### src/rtl/router_pkg.sv
// -----------------------------------------------------------------------------
// router_pkg
// Shared router types and helpers. It provides the port identifiers, the flit
// layout, the input-unit state encoding, the XY routing function and the
// port-to-one-hot decoder.
// No ports (package).
// -----------------------------------------------------------------------------
package router_pkg;

    localparam int NUM_OF_PORTS = 5;
    localparam int COORD_W      = 4;
    localparam int PAYLOAD_W    = 16;

    typedef enum logic [2:0] {
        LOCAL = 3'd0,
        NORTH = 3'd1,
        EAST  = 3'd2,
        SOUTH = 3'd3,
        WEST  = 3'd4
    } PORT_ID_t;

    typedef enum logic [1:0] {
        HEAD_FLIT = 2'd0,
        BODY_FLIT = 2'd1,
        TAIL_FLIT = 2'd2
    } FLIT_TYPE_t;

    typedef struct packed {
        logic                 valid;
        FLIT_TYPE_t           flit_type;
        logic [COORD_W-1:0]   dest_x;
        logic [COORD_W-1:0]   dest_y;
        logic [PAYLOAD_W-1:0] payload;
    } FLIT_t;

    typedef enum logic [1:0] {
        IDLE    = 2'd0,
        ROUTING = 2'd1,
        WAITING = 2'd2,
        ACTIVE  = 2'd3
    } GLOBAL_STATE_t;

    // Dimension-ordered routing: resolve X first, then Y.
    function automatic PORT_ID_t xy_route(
        input logic [COORD_W-1:0] dest_x,
        input logic [COORD_W-1:0] dest_y,
        input logic [COORD_W-1:0] cur_x,
        input logic [COORD_W-1:0] cur_y
    );
        PORT_ID_t port;
        if (dest_x > cur_x) begin
            port = EAST;
        end else if (dest_x < cur_x) begin
            port = WEST;
        end else if (dest_y > cur_y) begin
            port = NORTH;
        end else if (dest_y < cur_y) begin
            port = SOUTH;
        end else begin
            port = LOCAL;
        end
        return port;
    endfunction

    function automatic logic [NUM_OF_PORTS-1:0] port_onehot(input PORT_ID_t port);
        return {{(NUM_OF_PORTS-1){1'b0}}, 1'b1} << port;
    endfunction

endpackage

### src/rtl/flit_fifo.sv
// -----------------------------------------------------------------------------
// flit_fifo
// Circular flit buffer. The depth must be a power of two, so the pointers wrap
// naturally. The occupancy counter distinguishes full from empty.
// Ports:
//   clk, reset   - clock and synchronous active-high reset
//   push_i       - write wdata_i (ignored when full)
//   wdata_i      - flit to store
//   pop_i        - discard the head entry (ignored when empty)
//   rdata_o      - current head entry (combinational read)
//   full_o       - no free entries
//   empty_o      - no stored entries
//   count_o      - number of stored entries
// -----------------------------------------------------------------------------
module flit_fifo
    import router_pkg::*;
#(
    parameter int  DEPTH  = 4,
    parameter type flit_t = FLIT_t
) (
    input  logic                       clk,
    input  logic                       reset,
    input  logic                       push_i,
    input  flit_t                      wdata_i,
    input  logic                       pop_i,
    output flit_t                      rdata_o,
    output logic                       full_o,
    output logic                       empty_o,
    output logic [$clog2(DEPTH+1)-1:0] count_o
);

    localparam int PTR_W = $clog2(DEPTH);
    localparam int CNT_W = $clog2(DEPTH + 1);

    flit_t              mem_q [DEPTH];
    logic [PTR_W-1:0]   wr_ptr_q;
    logic [PTR_W-1:0]   rd_ptr_q;
    logic [CNT_W-1:0]   count_q;
    logic [CNT_W-1:0]   count_d;
    logic               do_push_s;
    logic               do_pop_s;

    assign full_o    = (count_q == CNT_W'(DEPTH));
    assign empty_o   = (count_q == {CNT_W{1'b0}});
    assign count_o   = count_q;
    assign rdata_o   = mem_q[rd_ptr_q];
    assign do_push_s = push_i && !full_o;
    assign do_pop_s  = pop_i && !empty_o;

    // Occupancy next state: a simultaneous push and pop leaves the count unchanged.
    always_comb begin
        count_d = count_q;
        case ({do_push_s, do_pop_s})
            2'b10:   count_d = count_q + CNT_W'(1);
            2'b01:   count_d = count_q - CNT_W'(1);
            default: count_d = count_q;
        endcase
    end

    // Storage, pointers and counter.
    always_ff @(posedge clk) begin
        if (reset) begin
            wr_ptr_q <= {PTR_W{1'b0}};
            rd_ptr_q <= {PTR_W{1'b0}};
            count_q  <= {CNT_W{1'b0}};
        end else begin
            if (do_push_s) begin
                mem_q[wr_ptr_q] <= wdata_i;
                wr_ptr_q        <= wr_ptr_q + PTR_W'(1);
            end
            if (do_pop_s) begin
                rd_ptr_q <= rd_ptr_q + PTR_W'(1);
            end
            count_q <= count_d;
        end
    end

endmodule

### src/rtl/input_unit.sv
// -----------------------------------------------------------------------------
// input_unit
// Router input stage. It buffers upstream flits and XY-routes each packet from
// its head flit. It then holds a one-hot request until that output port
// acknowledges, and streams the packet to the switch until the tail is popped.
// Ports:
//   clk, reset     - clock and synchronous active-high reset
//   i_flit         - upstream flit, qualified by its valid field
//   o_ready        - buffer has room this cycle
//   i_outport_ack  - one-hot grant from the output units
//   o_switch_req   - one-hot request for the latched output port
//   o_flit         - flit to the switch, all-zero when none is sent
//   o_route        - latched output port of the current packet
//   o_gstate       - FSM state
//   o_proto_err    - one-cycle pulse when a stray non-head flit is dropped
// -----------------------------------------------------------------------------
module input_unit
    import router_pkg::*;
#(
    parameter int BUF_DEPTH = 4,
    parameter int CUR_X     = 0,
    parameter int CUR_Y     = 0
) (
    input  logic                    clk,
    input  logic                    reset,
    input  FLIT_t                   i_flit,
    output logic                    o_ready,
    input  logic [NUM_OF_PORTS-1:0] i_outport_ack,
    output logic [NUM_OF_PORTS-1:0] o_switch_req,
    output FLIT_t                   o_flit,
    output PORT_ID_t                o_route,
    output GLOBAL_STATE_t           o_gstate,
    output logic                    o_proto_err
);

    localparam int CNT_W = $clog2(BUF_DEPTH + 1);
    localparam logic [COORD_W-1:0] CUR_X_C = COORD_W'(CUR_X);
    localparam logic [COORD_W-1:0] CUR_Y_C = COORD_W'(CUR_Y);

    GLOBAL_STATE_t            state_q;
    PORT_ID_t                 route_q;
    logic [NUM_OF_PORTS-1:0]  req_q;
    logic                     perr_q;

    FLIT_t                    head_s;
    logic                     full_s;
    logic                     empty_s;
    logic [CNT_W-1:0]         count_s;
    logic                     push_s;
    logic                     pop_s;
    logic                     stray_s;
    PORT_ID_t                 route_s;

    // When full, an offered flit is the upstream's violation and is dropped.
    assign push_s  = i_flit.valid && !full_s;
    assign o_ready = (count_s < CNT_W'(BUF_DEPTH)) && !reset;
    assign stray_s = !empty_s && (head_s.flit_type != HEAD_FLIT);
    assign route_s = xy_route(head_s.dest_x, head_s.dest_y, CUR_X_C, CUR_Y_C);

    flit_fifo #(
        .DEPTH  (BUF_DEPTH),
        .flit_t (FLIT_t)
    ) u_fifo (
        .clk     (clk),
        .reset   (reset),
        .push_i  (push_s),
        .wdata_i (i_flit),
        .pop_i   (pop_s),
        .rdata_o (head_s),
        .full_o  (full_s),
        .empty_o (empty_s),
        .count_o (count_s)
    );

    // Pop on every streamed flit in ACTIVE and on stray non-head flits in IDLE.
    always_comb begin
        pop_s  = 1'b0;
        o_flit = '0;
        if (state_q == ACTIVE && !empty_s) begin
            pop_s  = 1'b1;
            o_flit = head_s;
        end else if (state_q == IDLE && stray_s) begin
            pop_s  = 1'b1;
            o_flit = '0;
        end else begin
            pop_s  = 1'b0;
            o_flit = '0;
        end
    end

    // Packet FSM with its registered outputs: route, request and error pulse.
    always_ff @(posedge clk) begin
        if (reset) begin
            state_q <= IDLE;
            route_q <= LOCAL;
            req_q   <= {NUM_OF_PORTS{1'b0}};
            perr_q  <= 1'b0;
        end else begin
            perr_q <= 1'b0;
            case (state_q)
                IDLE: begin
                    if (!empty_s) begin
                        if (head_s.flit_type == HEAD_FLIT) begin
                            state_q <= ROUTING;
                        end else begin
                            perr_q <= 1'b1;
                        end
                    end
                end
                ROUTING: begin
                    route_q <= route_s;
                    req_q   <= port_onehot(route_s);
                    state_q <= WAITING;
                end
                WAITING: begin
                    // req_q is one-hot on route_q, so only the requested ack bit counts.
                    if ((i_outport_ack & req_q) != {NUM_OF_PORTS{1'b0}}) begin
                        req_q   <= {NUM_OF_PORTS{1'b0}};
                        state_q <= ACTIVE;
                    end
                end
                ACTIVE: begin
                    if (!empty_s && head_s.flit_type == TAIL_FLIT) begin
                        state_q <= IDLE;
                    end
                end
                default: begin
                    state_q <= IDLE;
                end
            endcase
        end
    end

    assign o_switch_req = req_q;
    assign o_route      = route_q;
    assign o_gstate     = state_q;
    assign o_proto_err  = perr_q;

endmodule

### config.mk
export PLATFORM = sky130hd
export DESIGN_NAME = input_unit
export DESIGN_NICKNAME = d
export VERILOG_FILES = /design/src/rtl/router_pkg.sv /design/src/rtl/flit_fifo.sv /design/src/rtl/input_unit.sv
export SDC_FILE = /design/constraint.sdc
export NUM_CORES = 1
export LEC_CHECK = 0
export CELL_PAD_IN_SITES_DETAIL_PLACEMENT = 1
export CELL_PAD_IN_SITES_GLOBAL_PLACEMENT = 2
export CORE_MARGIN = 3
export CORE_UTILIZATION = 43
export DETAILED_ROUTE_END_ITERATION = 12
export PLACE_DENSITY = 0.95
export SYNTH_ARGS = -nofsm -noshare
export SYNTH_HDL_FRONTEND = slang
export SYNTH_HIERARCHICAL = 1
export SYNTH_SLANG_ARGS = --single-unit
### constraint.sdc
create_clock -name clk -period 6.9 [get_ports clk]
set_input_delay 1.38 -clock clk [delete_from_list [all_inputs] [get_ports clk]]
set_output_delay 1.38 -clock clk [all_outputs]
set_load 0.02 [all_outputs]
==> implementation parameters, run 1 <==
Parameter                              Value

Outcome
  Run status    completed

CTS
  Post CTS Setup Buffer Count    0
  Number of sinks on the clock net    126
  # H-tree levels    4
  Max Buffers Root-to-Sink    2
  Number of clock buffers inserted by TritonCTS    17
  Hold Buf Count CTS    0
  Clock transition at the register clock pins on the worst setup and hold paths after CTS    0.05 ns
  Root Buffer Master    clkbuf_16
  TritonCTS clock tree    built
  Post-cts repair resize count    0
  Worst skew pair latency    0.42 ns

Placed design
  Routability congestion estimate from global placement    just under 0.7
  HPWL after detailed placement    6.75 mm
  Number of buffers inserted by port buffering    69
  Worst Setup Slack post-DPL    2.38 ns

STA
  Final number of hold-violating endpoints    0
  Transition time of the tightest slew-check pin    0.975 ns
  Worst slew margin relative to its limit    between 30% and 40%
  Period utilization    between 60 and 70%
  Total negative slack for setup checks    0 ns
  Final critical path time including I/O delays and setup    4.49 ns
  Setup clock skew after layout    0.00817 ns
  Highest clock rate    about 0.22 GHz
  Final number of setup-violating endpoints    0
  Minimum setup slack in the final design    around 2.4 ns
  Count of final max-slew check failures    0
  Setup repair after global routing missed its margin    no

Synthesis
  Most used standard cell by instance count after synthesis    edfxtp_1
  Number of distinct library cells after synthesis    38
  Dominant cell type by area after synthesis    edfxtp_1
  Primary FF master, synth    edfxtp_1
  Synthesized-area fraction occupied by ao, oa, aoi and oai cells    approximately 2.3%
  Gate count of the mapped netlist    roughly 280
  Post-synth EDFFs    around 110
  Synthesized-area fraction occupied by and/or/nand/nor cells    8.03%
  Syn Area/Cell    18.1 um2
  Ys Warns    6
  Mapped Area    5110 um2
  Share of flip-flops with an asynchronous set or reset after synthesis    0%
  Combinational family with the most area after synthesis    multiplexers
  Fraction of synthesized area in multiplexers    roughly 13%
  Sequential-to-total area share from yosys stat    70.5%
  Area share of the largest cell type after synthesis    a little under two thirds
  Synth area leaders    edfxtp_1 (63%), mux4_2 (8.8%), dfxtp_1 (7.0%)
  Leading cell types by count after synthesis    edfxtp_1 (108), and2_1 (27), mux4_2 (20), dfxtp_1 (18), nor2_1 (13)
  Flop and latch count out of synthesis    126
  Xor/xnor cell area share of the yosys netlist    0.514%
  Adder and majority cell fraction of the synthesized area    2.84%

Power and ir drop
  Switching power    0.589 mW
  Internal power    about 1.7 mW
  Total power draw    2.25 mW
  Fraction of power consumed by the clock network    39.6%
  Worst IR drop on VDD    between 200 and 250 uV
  Switching part of the total    26.2%
  Leakage    2.18 nW
  Combinational cell fraction of total power    between 10% and 20%
  Power Dens Cells    344 nW/um2
  Register share of total power    42.8%

Floorplanning
  Boundary pin count    73
  Die extent in y    115 um
  Die Outline Area    13200 um2
  Starting Density    ~44%
  Number of cell rows    39
  Core Region    11500 um2
  Die Width    115 um

Critical path
  CP cell instances    clkdlybuf4s50_1 -> nor2_1 -> clkdlybuf4s50_1
  Critical path required time    5.52 ns
  CP max-delay cell    clkdlybuf4s50_1
  Combined buffer and inverter count along the critical path    2
  Element type at the critical path end    output port
  Slowest Stage Delay on Critical Path    between 0.8 and 0.9 ns
  Worst setup path category    primary input to output port
  Cell type with the highest occurrence count on the critical path    clkdlybuf4s50_1
  Setup crit start    reset
  CP max FO    21
  Crit path launch type    primary input
  Data arrival time of the critical path    3.11 ns
  Cell family with most CP delay    buffers and inverters

GRT
  Vias in the first global route    3051
  Total routing resource utilization after global routing    17.9%
  Global-route wire length before repair    between 15 and 20 mm
  Antenna violations before repair    0
  Residual overflow from global routing    0
  Pin count of the biggest net entering global routing    28

Routing
  Drt first-iter violations    210
  Via count of the routed design    between 2000 and 3000
  Wire per inst    21.1 um
  Final routed DRC violation total    0
  Iteration count of the initial detailed-routing pass    4
  Final antenna-violating net count    0
  Total wirelength of the detailed-routed design    10.9 mm
  Vias per cell    5.38

Run
  Max-cap violations    0

Finish
  Core utilization of the finished layout    approximately 57%
  Number of antenna diodes    0
  Signed area change from the synthesized netlist to the final layout    27.9%
  Layout cells sized above 1    16.5%
  Final net count    408
  Fill cell total of the finished layout    between 1000 and 1500

Worst hold path
  Class of the tightest hold or removal check    register to register
  Worst hold path startpoint    o_switch_req[0]
## cell type report
class,count,area [um2],share of cell area [%]
clock buffers,17,425,6.50
repair buffers,74,728,11.1
inverters,11,41.3,0.631
flip-flops and latches,126,3600,55.1
clock inverters,15,170,2.60
multi-input cells,133,1390,21.3
well taps,143,179,2.74
## tightest hold or removal path: cells and delay by family, from the launching register on
kind	cells	cell delay (ns)
mux	1	0.06
simple gates	1	0.06
flops	1	0.32
## cell families (layout without fill, tap and decap cells)
kind of cell / count (synthesis) / after routing
DFF: 126 / 126
and+or+nand+nor: 69 / 69
muxes: 30 / 30
buffers and inverters: 24 / 117
AOI/OAI and AO/OA: 18 / 18
adders and majority gates: 11 / 11
xor gates and xnor gates: 3 / 3
other: 1 / 2
## power by group through the flow
stage                     Clock [mW]  Sequential (mW)  Combinational (mW)
after floorplan                    0            0.948               0.314
after global placement             0            0.974               0.371
after detailed placement           0            0.981               0.389
after CTS                      0.912            0.967               0.399
after global routing           0.946            0.976               0.433
final                          0.892            0.964               0.397
## cell usage in the layout, fill, tap and decap left out, drive strengths merged, types with 2 or more instances in the layout
master,instances
clkinv,6
clkinvlp,4
a32o,2
nor2,13
edfxtp,108
conb,2
a211oi,2
mux4,27
and2,27
clkbuf,17
xor2,3
and3,2
nand3,2
mux2i,3
nor3b,6
or3,4
clkdlybuf4s50,69
nand2b,3
buf,5
dfxtp,18
nand2,4
nor4,3
bufinv,3
inv,13
o21ai,4
nor3,2
a21oi,7
ha,10
## flip-flops by register name (all words and copies together) (netlist names), named ones only
| signal | count |
|---|---|
| o_proto_err | 1 |
| o_switch_req | 4 |
| o_route | 2 |
| u_fifo/wr_ptr_q | 2 |
| u_fifo/count_o | 3 |
| u_fifo/mem_q | 108 |
| u_fifo/rd_ptr_q | 2 |
| o_gstate | 2 |
## per-stage QoR
step,area (um2),instances,hold slack [ns]
after global routing,6540,519,0.515
after global placement,5940,487,0.473
after CTS,6540,519,0.501
after detailed placement,5940,487,0.494
final,6540,519,0.490
after floorplan,5120,283,0.459
## final timing paths
path | endpoint | depth (start not counted) | slack (ns)
setup / recovery | o_ready | 3 | 2.41
hold / removal | o_switch_req[0] | 2 | 0.49
setup reg to reg | u_fifo/count_o[2] | 11 | 3.52
hold reg to reg | o_switch_req[0] | 2 | 0.49
## metal layers
layer	track usage, %	routed length [um]	vias to the layer above
li1	-	-	1260
met3	4.84	471	17
met2	31.4	5980	75
met1	20.2	4300	1442
met5	0	0	-
met4	8.37	192	0
Power figures use the tool's default switching activity.
==> run 2, diff against run 1 <==
CORE_UTILIZATION = 36   (was 43)
PLACE_DENSITY = 0.87   (was 0.95)
clock period = 3.8 ns   (was 6.9 ns; I/O delays follow)
==> implementation parameters, run 2 (synthesized netlist as in run 1, its figures left out) <==
Parameter                              Value

Power and ir drop
  Switching part of the total    about a quarter
  Power Dens Cells    ~620 nW/um2
  Leakage    2.24 nW
  Internal power    3.10 mW
  Combinational cell fraction of total power    19.1%
  Switching power    around 1.0 mW
  Worst IR drop on VDD    374 uV
  Fraction of power consumed by the clock network    between 30% and 40%
  Register share of total power    between 40 and 50%

Routing
  Final routed DRC violation total    0
  Wire per inst    between 15 and 20 um
  Drt first-iter violations    between 100 and 150
  Via count of the routed design    2760
  Iteration count of the initial detailed-routing pass    7
  Vias per cell    4.96
  Total wirelength of the detailed-routed design    10.6 mm
  Final antenna-violating net count    0

Critical path
  Data arrival time of the critical path    roughly 2.6 ns
  CP max-delay cell    nor3_1
  Element type at the critical path end    output port
  R2R setup slack    0.89 ns
  CP cell instances    nor3_1 -> nor2_4 -> and2_1 -> clkdlybuf4s50_1
  Worst setup path category    register to output port
  Crit path launch type    register
  Critical path required time    3.04 ns
  CP max FO    27
  Slowest Stage Delay on Critical Path    0.72 ns

Floorplanning
  Starting Density    37.7%
  Die Outline Area    approximately 16000 um2
  Boundary pin count    73
  Die Width    125 um
  Number of cell rows    42
  Die extent in y    125 um
  Core Region    13600 um2

CTS
  # H-tree levels    4
  Worst skew pair latency    between 0.4 and 0.5 ns
  TritonCTS clock tree    built
  Number of clock buffers inserted by TritonCTS    17
  Hold Buf Count CTS    0
  Max Buffers Root-to-Sink    2
  Number of sinks on the clock net    126
  Clock transition at the register clock pins on the worst setup and hold paths after CTS    0.05 ns
  Root Buffer Master    clkbuf_16

STA
  Transition time of the tightest slew-check pin    0.846 ns
  Highest clock rate    0.296 GHz
  Count of final max-slew check failures    0
  Setup repair after global routing missed its margin    no
  Total negative slack for setup checks    0 ns
  Final number of setup-violating endpoints    0
  Final critical path time including I/O delays and setup    3.38 ns
  Setup clock skew after layout    0.00675 ns
  Period utilization    between 80 and 90%
  Final number of hold-violating endpoints    0
  Worst slew margin relative to its limit    a little over two fifths

Outcome
  Run status    completed

Worst hold path
  Class of the tightest hold or removal check    register to register

Finish
  Number of flip-flops in the largest register    108
  Final net count    414
  Layout cells sized above 1    between 10% and 20%
  Most common library cell in the layout ignoring fill and taps    edfxtp_1
  Signed area change from the synthesized netlist to the final layout    30.2%
  Number of antenna diodes    0
  Most frequent cells in the layout    edfxtp_1 (108), clkdlybuf4s50_1 (69), and2_1 (27)
  Register ranked first by flip-flop count    u_fifo/mem_q
  Core utilization of the finished layout    49.1%

GRT
  Pin count of the biggest net entering global routing    28
  Antenna violations before repair    0
  Residual overflow from global routing    0
  Vias in the first global route    3047
  Global-route wire length before repair    16.8 mm
  Total routing resource utilization after global routing    between 10 and 15%

Placed design
  HPWL after detailed placement    6.83 mm
  Routability congestion estimate from global placement    0.725
  Number of buffers inserted by port buffering    between 60 and 70

Run
  Max-cap violations    0
-- run 2: changes by cell type in the layout (fill, tap and decap cells not counted), sizes merged --
cell	before	now
buf	5	11
bufinv	3	4
clkinv	6	7
clkinvlp	4	1
inv	13	12
-- run 2: power groups by stage --
stage	Combinational (mW)	Clock [mW]	Sequential (mW)
finish	0.789	1.64	1.70
global route	0.876	1.73	1.72
CTS	0.799	1.67	1.71
detailed placement	0.787	0	1.73
global placement	0.760	0	1.72
floorplan	0.571	0	1.72
-- run 2: path summary, 6_finish.rpt --
path / start / endpoint / cells past startpoint
hold / removal: o_switch_req[0] / o_switch_req[0] / 2
setup reg to reg: register / u_fifo/count_o[2] / 11
hold reg to reg: o_switch_req[0] / o_switch_req[0] / 2
setup / recovery: u_fifo/count_o[1] / o_flit[10] / 4
-- run 2: routing by layer --
metal	part of all wire, %	vias up	wire length, um	GRT usage, %
met5	0	-	0	0
met4	1.5	0	156	5.17
met3	4.4	13	464	4.31
met2	49	74	5210	23.3
met1	45	1405	4740	17.6
li1	-	1268	-	-
-- run 2: what timing repair did --
item                                    in CTS  in global routing
endpoints found under the setup margin       0                 11
resized for setup                            0                  1
buffers inserted                             0                  0
-- run 2: cell type report --
| type | count | area, um2 |
|---|---|---|
| clock buffer | 17 | 425 |
| clock inverter | 13 | 173 |
| fill | 1284 | 6900 |
| inverter | 11 | 41.3 |
| multi-input combinational | 133 | 1400 |
| sequential | 126 | 3600 |
| tap | 176 | 220 |
| timing repair buffer | 80 | 798 |
-- run 2: stage by stage --
step | cells | cell area (um2) | hold WS (ns) | worst slack (ns) | total power, mW
6_report | 556 | 6660 | 0.490 | 0.420 | 4.13
5_1_grt | 556 | 6660 | 0.510 | 0.219 | 4.32
2_1_floorplan | 283 | 5120 | 0.459 | 0.195 | 2.29
3_3_place_gp | 526 | 6060 | 0.469 | 0.652 | 2.48
3_5_place_dp | 526 | 6060 | 0.486 | 0.594 | 2.52
4_1_cts | 556 | 6650 | 0.494 | 0.119 | 4.18
-- run 2: worst max-delay path, delay by kind of cell, from the launching register on --
kind          cells  cell delay, ns
buf+inv           1            0.55
simple gates      3            1.30
flops             1            0.35
